### src/rtl/serial_receiver.sv
// Purpose : 8N1 UART-style receiver (optional even parity) that feeds the parallel-to-processor input.
// Latency : character_received pulses one cycle after the mid-stop-bit sample (~10 bit periods after the start edge).
// Backpressure: none. The serial line cannot be stalled, and each new character overwrites parallel_out.
//
// Ports:
//   clk                 sole clock, rising edge
//   reset               asynchronous, active-high
//   serial_in           asynchronous serial line, idles high, LSB first
//   parallel_out[7:0]   last correctly framed character
//   character_received  1-cycle pulse when parallel_out is updated
//   framing_error       1-cycle pulse when the stop bit is sampled low
//   parity_error        1-cycle pulse on parity mismatch (constant 0 without parity)
//   busy                high whenever the FSM is not in IDLE
//
// Configuration macro: SERIAL_RECEIVER_PARITY_EN
//   Defined   : an even-parity bit sits between data bit 7 and the stop bit.
//   Undefined : there is no PARITY state, and parity_error is tied low.

module serial_receiver #(
  parameter int BIT_TICKS = 16
) (
  input  logic       clk,
  input  logic       reset,
  input  logic       serial_in,
  output logic [7:0] parallel_out,
  output logic       character_received,
  output logic       framing_error,
  output logic       parity_error,
  output logic       busy
);

  localparam int CW = $clog2(BIT_TICKS);
  localparam logic [CW-1:0] HALF_M1 = CW'(BIT_TICKS / 2 - 1);
  localparam logic [CW-1:0] FULL_M1 = CW'(BIT_TICKS - 1);

  typedef enum logic [2:0] {
    S_IDLE,
    S_START,
    S_DATA,
`ifdef SERIAL_RECEIVER_PARITY_EN
    S_PARITY,
`endif
    S_STOP,
    S_BREAK
  } state_t;

  state_t          state, state_nxt;
  logic            rx_meta, rx_s;
  logic [CW-1:0]   cnt;
  logic [2:0]      idx;
  logic [7:0]      shreg;

  logic            cnt_clr;
  logic            shift_en;
  logic            load_out;
  logic            fe_set;
`ifdef SERIAL_RECEIVER_PARITY_EN
  logic            par_cap;
  logic            pe_set;
  logic            par_bad;
`endif

  // Two-flop synchronizer. The flops reset to the idle (high) level, so a
  // reset never looks like a start edge by itself.
  always_ff @(posedge clk or posedge reset) begin
    if (reset) begin
      rx_meta <= 1'b1;
      rx_s    <= 1'b1;
    end else begin
      rx_meta <= serial_in;
      rx_s    <= rx_meta;
    end
  end

  always_ff @(posedge clk or posedge reset) begin
    if (reset) state <= S_IDLE;
    else       state <= state_nxt;
  end

  always_comb begin
    state_nxt = state;
    cnt_clr   = 1'b0;
    shift_en  = 1'b0;
    load_out  = 1'b0;
    fe_set    = 1'b0;
`ifdef SERIAL_RECEIVER_PARITY_EN
    par_cap   = 1'b0;
    pe_set    = 1'b0;
`endif
    case (state)
      S_IDLE: begin
        if (!rx_s) begin
          state_nxt = S_START;
          cnt_clr   = 1'b1;
        end
      end
      // Re-check the line at the middle of the start bit to reject glitches.
      S_START: begin
        if (cnt == HALF_M1) begin
          cnt_clr   = 1'b1;
          state_nxt = rx_s ? S_IDLE : S_DATA;
        end
      end
      // Sampling is aligned to the bit centre because the START state
      // consumed half a bit period.
      S_DATA: begin
        if (cnt == FULL_M1) begin
          cnt_clr  = 1'b1;
          shift_en = 1'b1;
          if (idx == 3'd7) begin
`ifdef SERIAL_RECEIVER_PARITY_EN
            state_nxt = S_PARITY;
`else
            state_nxt = S_STOP;
`endif
          end
        end
      end
`ifdef SERIAL_RECEIVER_PARITY_EN
      S_PARITY: begin
        if (cnt == FULL_M1) begin
          cnt_clr   = 1'b1;
          par_cap   = 1'b1;
          state_nxt = S_STOP;
        end
      end
`endif
      S_STOP: begin
        if (cnt == FULL_M1) begin
          cnt_clr = 1'b1;
          if (rx_s) begin
            state_nxt = S_IDLE;
`ifdef SERIAL_RECEIVER_PARITY_EN
            if (par_bad) pe_set   = 1'b1;
            else         load_out = 1'b1;
`else
            load_out = 1'b1;
`endif
          end else begin
            fe_set    = 1'b1;
            state_nxt = S_BREAK;
          end
        end
      end
      // A low line in BREAK must not count as a start edge. Wait for the
      // line to go high before arming again.
      S_BREAK: begin
        if (rx_s) state_nxt = S_IDLE;
      end
      default: state_nxt = S_IDLE;
    endcase
  end

  // Bit-period counter. It only runs while a frame is being timed, and every
  // terminal compare clears it, so it never wraps.
  always_ff @(posedge clk or posedge reset) begin
    if (reset) begin
      cnt <= '0;
    end else if (cnt_clr) begin
      cnt <= '0;
    end else if (state == S_START || state == S_DATA ||
`ifdef SERIAL_RECEIVER_PARITY_EN
                 state == S_PARITY ||
`endif
                 state == S_STOP) begin
      cnt <= cnt + CW'(1);
    end else begin
      cnt <= '0;
    end
  end

  always_ff @(posedge clk or posedge reset) begin
    if (reset) begin
      idx   <= 3'd0;
      shreg <= 8'h00;
    end else begin
      if (shift_en) begin
        shreg <= {rx_s, shreg[7:1]};
        idx   <= idx + 3'd1;
      end else if (state != S_DATA) begin
        idx <= 3'd0;
      end
    end
  end

`ifdef SERIAL_RECEIVER_PARITY_EN
  // Even parity: the data bits plus the parity bit must hold an even count of ones.
  always_ff @(posedge clk or posedge reset) begin
    if (reset)                 par_bad <= 1'b0;
    else if (state == S_START) par_bad <= 1'b0;
    else if (par_cap)          par_bad <= rx_s ^ (^shreg);
  end
`endif

  // Output register. It loads only from a complete, verified frame, so
  // shift-register contents from a partial frame are never visible here.
  always_ff @(posedge clk or posedge reset) begin
    if (reset) begin
      parallel_out       <= 8'h00;
      character_received <= 1'b0;
      framing_error      <= 1'b0;
    end else begin
      character_received <= load_out;
      framing_error      <= fe_set;
      if (load_out) parallel_out <= shreg;
    end
  end

`ifdef SERIAL_RECEIVER_PARITY_EN
  always_ff @(posedge clk or posedge reset) begin
    if (reset) parity_error <= 1'b0;
    else       parity_error <= pe_set;
  end
`else
  assign parity_error = 1'b0;
`endif

  assign busy = (state != S_IDLE);

endmodule

### config.mk
export PLATFORM = sky130hd
export DESIGN_NAME = serial_receiver
export DESIGN_NICKNAME = d
export VERILOG_FILES = /design/src/rtl/serial_receiver.sv
export SDC_FILE = /design/constraint.sdc
export NUM_CORES = 1
export LEC_CHECK = 0
export BUFFER_PORTS_ARGS = -buffer_cell sky130_fd_sc_hd__clkbuf_2
export CAP_MARGIN = 20
export CORE_AREA = 3 3 64 66
export CTS_CLUSTER_SIZE = 8
export DETAILED_ROUTE_END_ITERATION = 7
export DIE_AREA = 0 0 67 69
export PLACE_DENSITY_LB_ADDON = 0.08
export SETUP_SLACK_MARGIN = 0.5
export SYNTH_ARGS = -nofsm -noshare
export SYNTH_HDL_FRONTEND = slang
export SYNTH_SLANG_ARGS = --single-unit
### constraint.sdc
create_clock -name clk -period 2 [get_ports clk]
set_clock_uncertainty 0.1 [all_clocks]
set_input_delay 0 -clock clk [delete_from_list [all_inputs] [get_ports clk]]
set_output_delay 0 -clock clk [all_outputs]
set_load 0.05 [all_outputs]
==> results.md, run 1 <==
- After detailed routing, the total wire length is 2200 µm.
- Entering global routing, the biggest net connects 17 pins.
- The final-report max-slew violation count is 0.
- In this run the worst setup path begins at cnt[0].
- The via count of the first global-routing pass is 778.
- After layout, the design draws a total of 1680 µW.
- The placement-stage cell area is 1390 µm².
- The die outline width is 67 µm.
- The period utilization is 0.772.
- The max-cap violation count is 0.
- The tightest hold margin is 218 ps.
- The count of final hold-check violations is 0.
- Among all stages on the critical path, the largest delay is contributed by dfrtp_1.
- The sequential share of power is 0.483.
- The sequential cell area is 756 µm².
- The multi-input combinational cells in the finished layout cover a total of 517 µm².
- Yosys printed 0 warnings.
- The flow ran to the end, and the final reports show no timing, DRC or antenna violations.
- The net switching power figure is 533 µW.
- The biggest fanout along the worst timing path is 8.
- Detailed placement finished with a half-perimeter wire length of 1520 µm.
- The share of power burned in combinational logic is 0.230.
- The critical path goes through ha_4, and3_4, nand4_4, mux2_4.
- In this run the number of H-tree levels came out at 2.
- The DRC violation count after routing is 0.
- The first-pass GRT wire length is 3730 µm.
- The initialized floorplan defines 22 standard-cell rows.
- The clock tree from TritonCTS is yes.
- The die height is 69 µm.
- The kind of capture point of the worst setup path is a register.
- The count of buffers inserted at the top-level ports is 13.
- The netlist area before placement is 1240 µm².
- The detailed-routing iteration count for the pre-antenna-repair pass is 4.
- By area the synthesized netlist is led by dfrtp_1 (56%), mux2_2 (14%), dfstp_2 (4.2%), ha_1 (3.0%), nor2_1 (3.0%).
- The part of the Yosys area used for sequential elements is 0.606.
- The transition time of the tightest slew-check pin is 595 ps.
- The internal portion of the total power is 1150 µW.
- The leakage dissipation is 0.000780 µW.
- For this configuration, the core starts out at a cell density of 0.342.
- After synthesis the netlist holds a flip-flop and latch count of 30.
- In this run, CTS created clock tree buffers numbering 5.
- In this design, the largest share of critical-path delay is due to simple AND/OR/NAND/NOR gates.
- The count of buffering cells on the critical path with inverters included is 0.
- The number of distinct library cells after synthesis is 27.
- The number of antenna violations at the first check in global routing is 0.
- The worst setup path is launched from a register.
- The leading area contributor after synthesis is dfrtp_1.
- The area growth from synthesis to final layout is 25.9%.
- The clock sink count is 30.
- The floorplan step defined a die boundary enclosing 4620 µm².
- The power density over the cells is 1080 nW/µm².
- The later-pin clock latency in the skew report is 270 ps.
- The finished cells cover 1570 µm².
- The total congestion overflow after global routing is 0.
- Each instance of the synthesized netlist takes up on average 13.8 µm².
- At the end of routability-driven placement, the weighted congestion stood at 0.707.
- The net total in the final layout is 121.
- The reg-to-reg startpoint is cnt[0].
- Using the TritonRoute via totals, the vias-per-cell ratio works out to 4.54.
- The cell at the root of the clock tree is clkbuf_8.
- The mean routed wirelength per cell is 13.4 µm.
- Of the total power, the share spent switching nets is 0.317.
- The number of nets handed over by synthesis was 96.
- The utilization of the core after routing is 0.431.
- Setup repair after global routing could not meet its margin everywhere.
- In the final layout, the share of cells above drive strength 1 is 0.466.
- The core region is 3630 µm².
- The setup-violating endpoint count in the final report is 0.
- After technology mapping, the gate count stands at 90.
- The required time at the worst-slack endpoint is 2060 ps.
- The critical path is of the register to register type.
- The I/O pin total is 15.
- The share of synthesized area in the top cell type comes to 0.563.
- After filler insertion, the fill cell instance count of the layout stands at 355.
- The total negative slack for setup checks is 0 ps.
- For this run, the top clock speed supported by timing is 648 MHz.
- On the worst path, the slowest cell contributes a delay of 400 ps.
- The time the worst path needs with I/O delays and setup is 1540 ps.
- The remaining antenna violation count after routing is 0.
- The worst hold path belongs to the class input pin to asynchronous set/reset pin.
- Across every metal layer, demand over resource in global routing totals 0.111.
- Of the total power, the clock network draws 0.287.
- The maximum vdd drop is 0.460 mV.
- The clock edge transition at the registers on the reported setup and hold paths is 60 ps.
- For this block, the initial DRC count from the detailed router was 13.
- The overall via count from detail_route is 744.
- Headroom to the max-slew limit came out at 0.603.
- Data on the critical path arrives at its endpoint at 1600 ps.
- The number of antenna diodes in the final layout is 0.
- No sink is reached through more buffers than the 2 on the longest clock path.
-- power groups by stage --
| stage | Sequential, µW | Combinational, µW | Clock (µW) |
|---|---|---|---|
| after floorplan | 755 | 302 | 0 |
| after global placement | 799 | 316 | 0 |
| after detailed placement | 797 | 328 | 0 |
| after CTS | 804 | 382 | 508 |
| after global routing | 825 | 432 | 534 |
| final | 813 | 387 | 482 |
-- per-layer routing --
metal / part of all wire / GRT usage / up-vias / routed length, µm
met1: 0.49 / 0.146 / 355 / 1080
met2: 0.44 / 0.150 / 20 / 966
met4: 0.023 / 0.0608 / 0 / 51
met5: 0 / 0 / - / 0
met3: 0.048 / 0.0472 / 7 / 106
li1: - / - / 362 / -
-- sequential cells by signal (all words and copies together), names as in the netlist --
register	flops
parallel_out	8
shreg	8
cnt	4
idx	3
state	3
character_received	1
framing_error	1
rx_meta	1
rx_s	1
-- Yosys cell counts --
library cell	number
a211oi_1	2
xor2_1	1
nor3_1	1
mux2_2	16
nand3_4	1
dfrtp_1	28
nand2_1	2
a311o_1	1
and3_1	1
mux2i_1	2
inv_1	3
nor2b_1	1
conb_1	1
ha_1	3
nor2_1	10
and3_2	1
xnor2_1	3
a311oi_1	1
buf_2	1
buf_4	1
dfstp_2	2
a21oi_1	2
and4_2	1
buf_6	1
nand4_4	1
or3_1	1
nand3_1	2
-- cells by family after synthesis --
kind of cell | count (synthesis) | share of synthesized area
other cells | 1 | 0.00302
simple gates | 22 | 0.109
xor+xnor | 4 | 0.0282
buf+inv | 6 | 0.0282
compound gates | 6 | 0.0352
flops | 30 | 0.606
mux | 18 | 0.161
fa+ha+maj | 3 | 0.0302
-- cell usage in the layout (no fill, tap or decap) --
master / netlist / routed
a211oi_1: 2 / 2
and3_4: 0 / 1
clkinv_2: 0 / 1
dfrtp_2: 0 / 2
dlygate4sd3_1: 0 / 2
xnor2_1: 3 / 3
nand2_1: 2 / 2
a311o_1: 1 / 1
or3_1: 1 / 1
dfrtp_1: 28 / 26
and4_2: 1 / 1
and3_1: 1 / 1
nor2_2: 0 / 1
clkbuf_1: 0 / 1
xor2_1: 1 / 1
nor3_1: 1 / 1
a311oi_2: 0 / 1
mux2_2: 16 / 7
inv_1: 3 / 3
mux2i_1: 2 / 2
clkbuf_2: 0 / 12
nor2b_2: 0 / 1
ha_4: 0 / 1
a21oi_1: 2 / 2
conb_1: 1 / 1
ha_1: 3 / 2
nand3_4: 1 / 1
dfstp_2: 2 / 2
buf_4: 1 / 6
mux2_4: 0 / 9
nor2_1: 10 / 9
nand4_4: 1 / 1
clkbuf_8: 0 / 6
buf_2: 1 / 1
nand3_1: 2 / 2
-- area by class of cell --
cell class,count,share of cell area
Multi-Input combinational cell,54,0.330
Timing Repair Buffer,21,0.0831
Clock buffer,7,0.0552
Sequential cell,30,0.483
Inverter,3,0.00719
Clock inverter,1,0.00320
Tap cell,48,0.0384
-- worst paths after layout --
check	to	slack [ps]	depth (start not counted)
min in group clk	rx_s	260	0
max	parallel_out[1]	460	4
max in group asynchronous	rx_s	970	4
min reg2reg	rx_s	260	0
min	shreg[4]	220	3
max reg2reg	parallel_out[1]	460	4
-- per-stage QoR --
step | std cells | setup slack (ps)
after CTS | 164 | 464
after detailed placement | 150 | 340
after global placement | 150 | 375
final | 164 | 456
after global routing | 164 | 387
after floorplan | 90 | 428
-- timing repair --
action	CTS	global route
setup endpoints to repair	17	18
hold buffers	2	0
gates resized for setup	6	3
setup buffers	4	0
pin swaps	2	1
hold endpoints to repair	14	0
-- worst register-to-register path, cell delays in order, from the launching register on --
cell and delay, ps:
dfrtp_1 400, ha_4 150, and3_4 230, nand4_4 190, mux2_4 350
Power figures use the tool's default switching activity.
==> run 2: changes to the inputs <==
==> constraint.sdc (replaced) <==
create_clock -name clk -period 1.6 [get_ports clk]
set_clock_uncertainty 0.1 [all_clocks]
set_input_delay 0 -clock clk [delete_from_list [all_inputs] [get_ports clk]]
set_output_delay 0 -clock clk [all_outputs]
set_load 0.05 [all_outputs]
==> results.md, run 2 (synthesis results as in run 1) <==
- The first-pass GRT wire length is 3760 µm (+0.75%).
- The DRC violation count after routing is 0 (unchanged).
- The class of the tightest hold or removal check is input pin to asynchronous set/reset pin.
- The total global-route track usage is 0.113 (+0.00266).
- The total negative slack for setup checks came to 0 ps (unchanged).
- The placement-stage cell area is 1450 µm² (+4.1%).
- STA classifies the critical path endpoint as a register.
- The period utilization is 0.925 (+0.153).
- The signal on the critical path passes through ha_2, and3_4, nand4_4, mux2_4.
- The clock edge transition at the registers on the reported setup and hold paths was 70 ps (about the same).
- The time the worst path needs with I/O delays and setup came to 1480 ps (-63.5 ps).
- The clock tree from TritonCTS is yes.
- The via density per instance came to 4.47 (-1.6%).
- The achievable clock frequency came to 676 MHz (+4.3%).
- From synthesis to final layout, the design area changed by 40.0%.
- The fraction of power consumed by the clock network was 0.362 (+0.075).
- The remaining antenna violation count after routing is 0 (unchanged).
- The share of power burned in combinational logic is 0.279 (+0.049).
- The wire length after detailed routing came to 2220 µm (+0.68%).
- The HPWL reported at the end of detailed placement was 1560 µm (+3.0%).
- The number of antenna violations at the first check in global routing is 0 (unchanged).
- The relative max-transition margin is 0.667 (+0.0645).
- The cell at the root of the clock tree is clkbuf_8.
- The core outline area is 3630 µm² (unchanged).
- The die height is 69 µm (unchanged).
- The number of antenna diodes is 0 (unchanged).
- The required time at the worst-slack endpoint is 1670 ps (-390 ps).
- The die outline width was 67 µm (unchanged).
- The kind of cell with the highest combined delay along the critical path is simple AND/OR/NAND/NOR gates.
- Setup repair after global routing could not meet its margin everywhere.
- The worst-case register-to-register setup slack is 120 ps (-340 ps).
- The via count of the first global-routing pass is 809 (+4.0%).
- The clock sink count is 30 (unchanged).
- The setup-violating endpoint count in the final report is 0 (unchanged).
- The flow ran to the end, and the final reports show no timing, DRC or antenna violations.
- The detailed-routing iteration count for the pre-antenna-repair pass came to 4 (unchanged).
- The mean routed wirelength per cell is 12.8 µm (-5.1%).
- The count of final hold-check violations is 0 (unchanged).
- The endpoint arrival time on the critical path is 1550 ps (-50 ps).
- The routability congestion estimate from global placement came to 0.725 (+2.6%).
- The power density over the cells came to 1500 nW/µm² (+40%).
- The total internal power is 1900 µW (+65%).
- The later-pin clock latency in the skew report is 280 ps (about the same).
- The number of H-tree levels is 2 (unchanged).
- The switching fraction of total power is 0.274 (-0.0426).
- The number of buffers inserted during clock tree synthesis is 5 (unchanged).
- In the final layout, the registers with the most flip-flops are parallel_out x8, shreg x8, cnt x4.
- The effective utilization at floorplan is 0.342 (unchanged).
- The transition time of the tightest slew-check pin was 499 ps (-96.6 ps).
- The overall via count from detail_route is 777 (+4.4%).
- The count of buffers inserted at the top-level ports is 13 (unchanged).
- The area enclosed by the die boundary is 4620 µm² (unchanged).
- The worst stage delay on the critical path is 350 ps (-50 ps).
- The count of buffering cells on the critical path with inverters included was 0 (unchanged).
- The fraction of final layout cells sized beyond drive strength 1 was 0.540 (+0.0742).
- The final-report max-slew violation count was 0 (unchanged).
- The critical path is of the register to register type.
- In the layout the commonest cells are dfrtp_1 (27), clkbuf_2 (12), nor2_1 (10), buf_4 (10), mux2_2 (9).
- The DRC violation total after the first TritonRoute iteration is 37 (+24).
- The cell row count was 22 (unchanged).
- The I/O pin total is 15 (unchanged).
- The net switching power figure is 718 µW (+35%).
- The worst setup path is launched from a register.
- The slowest stage of the critical path belongs to the cell dfrtp_1.
- The net total in the final layout came to 131 (+8.3%).
- The number of cells traversed by the worst register-to-register path came to 4 (unchanged).
- The total congestion overflow after global routing was 0 (unchanged).
- The sequential share of power is 0.359 (-0.124).
- The number of fillers in the final layout came to 336 (-5.4%).
- The maximum buffer depth of the clock tree is 2 (unchanged).
- The reg-to-reg startpoint is cnt[0].
- The max-cap violation count came to 0 (unchanged).
- The end of the worst register-to-register path is parallel_out[1].
- The maximum vdd drop was 0.599 mV (+30%).
- The biggest fanout along the worst timing path came to 8 (unchanged).
- Leaving out fill and tap cells, the most frequent cell in the layout is dfrtp_1.
- The post-route cell area is 1740 µm² (+11%).
- The leakage dissipation is 0.000860 µW (+10%).
- The largest net degree at the start of global routing was 15 (-2).
run 2: cell types whose count changed in the layout (fill, tap and decap cells not counted), sizes merged:
cell    before  now
buf          7   17
clkbuf      19   18
clkinv       1    0
bufinv       0    2
run 2: layout make-up:
type	count	area [µm²]	area share
repair buffers	31	246	0.142
well taps	48	60.1	0.0345
inverters	3	11.3	0.00647
clock inverters	2	60.1	0.0345
flip-flops and latches	30	754	0.433
multi-input cells	54	527	0.302
clock buffers	6	82.6	0.0474
run 2: worst max path at each step:
| stage | from | end | slack [ps] | cells after the start |
|---|---|---|---|---|
| floorplan | cnt[0] | parallel_out[0] | 30 | 5 |
| global placement | cnt[0] | parallel_out[1] | 70 | 4 |
| detailed placement | cnt[0] | parallel_out[1] | 40 | 4 |
| CTS | state[2] | busy | 80 | 3 |
| global route | cnt[1] | parallel_out[1] | 70 | 4 |
| finish | cnt[0] | parallel_out[1] | 120 | 4 |
run 2: repair_timing:
action | CTS | global route
hold buffers | 2 | 0
gates resized for setup | 7 | 9
setup endpoints to repair | 29 | 29
setup buffers | 4 | 3
endpoints found under the hold margin | 13 | 0
pin swaps | 9 | 7
run 2: power by group through the flow:
stage / clock, µW / sequential, µW / combinational [µW]
floorplan: 0 / 948 / 400
global placement: 0 / 972 / 515
detailed placement: 0 / 975 / 520
CTS: 969 / 932 / 689
global route: 1010 / 949 / 808
finish: 947 / 940 / 731
run 2: through the flow:
stage	instances	total power [µW]	worst slack [ps]	hold slack [ps]	util
global route	174	2770	68.7	213	0.479
detailed placement	157	1500	43.3	-61.9	0.399
global placement	157	1490	72.6	-71.6	0.399
finish	174	2620	120	167	0.479
floorplan	90	1350	28.2	-95.5	-
CTS	171	2590	80.1	186	0.463
run 2: routing by layer:
metal | vias up | global-route usage | share of wire
li1 | 380 | - | -
met5 | - | 0 | 0
met3 | 6 | 0.0603 | 0.057
met4 | 0 | 0.0608 | 0.028
met1 | 376 | 0.144 | 0.48
met2 | 15 | 0.152 | 0.44
run 2: worst register-to-register path, delay by kind of cell, from the launching register on:
kind / cells / cell delay [ps]
AND/OR/NAND/NOR: 2 / 400
adder cells (fa/ha/maj): 1 / 180
flip-flops: 1 / 350
multiplexers: 1 / 350
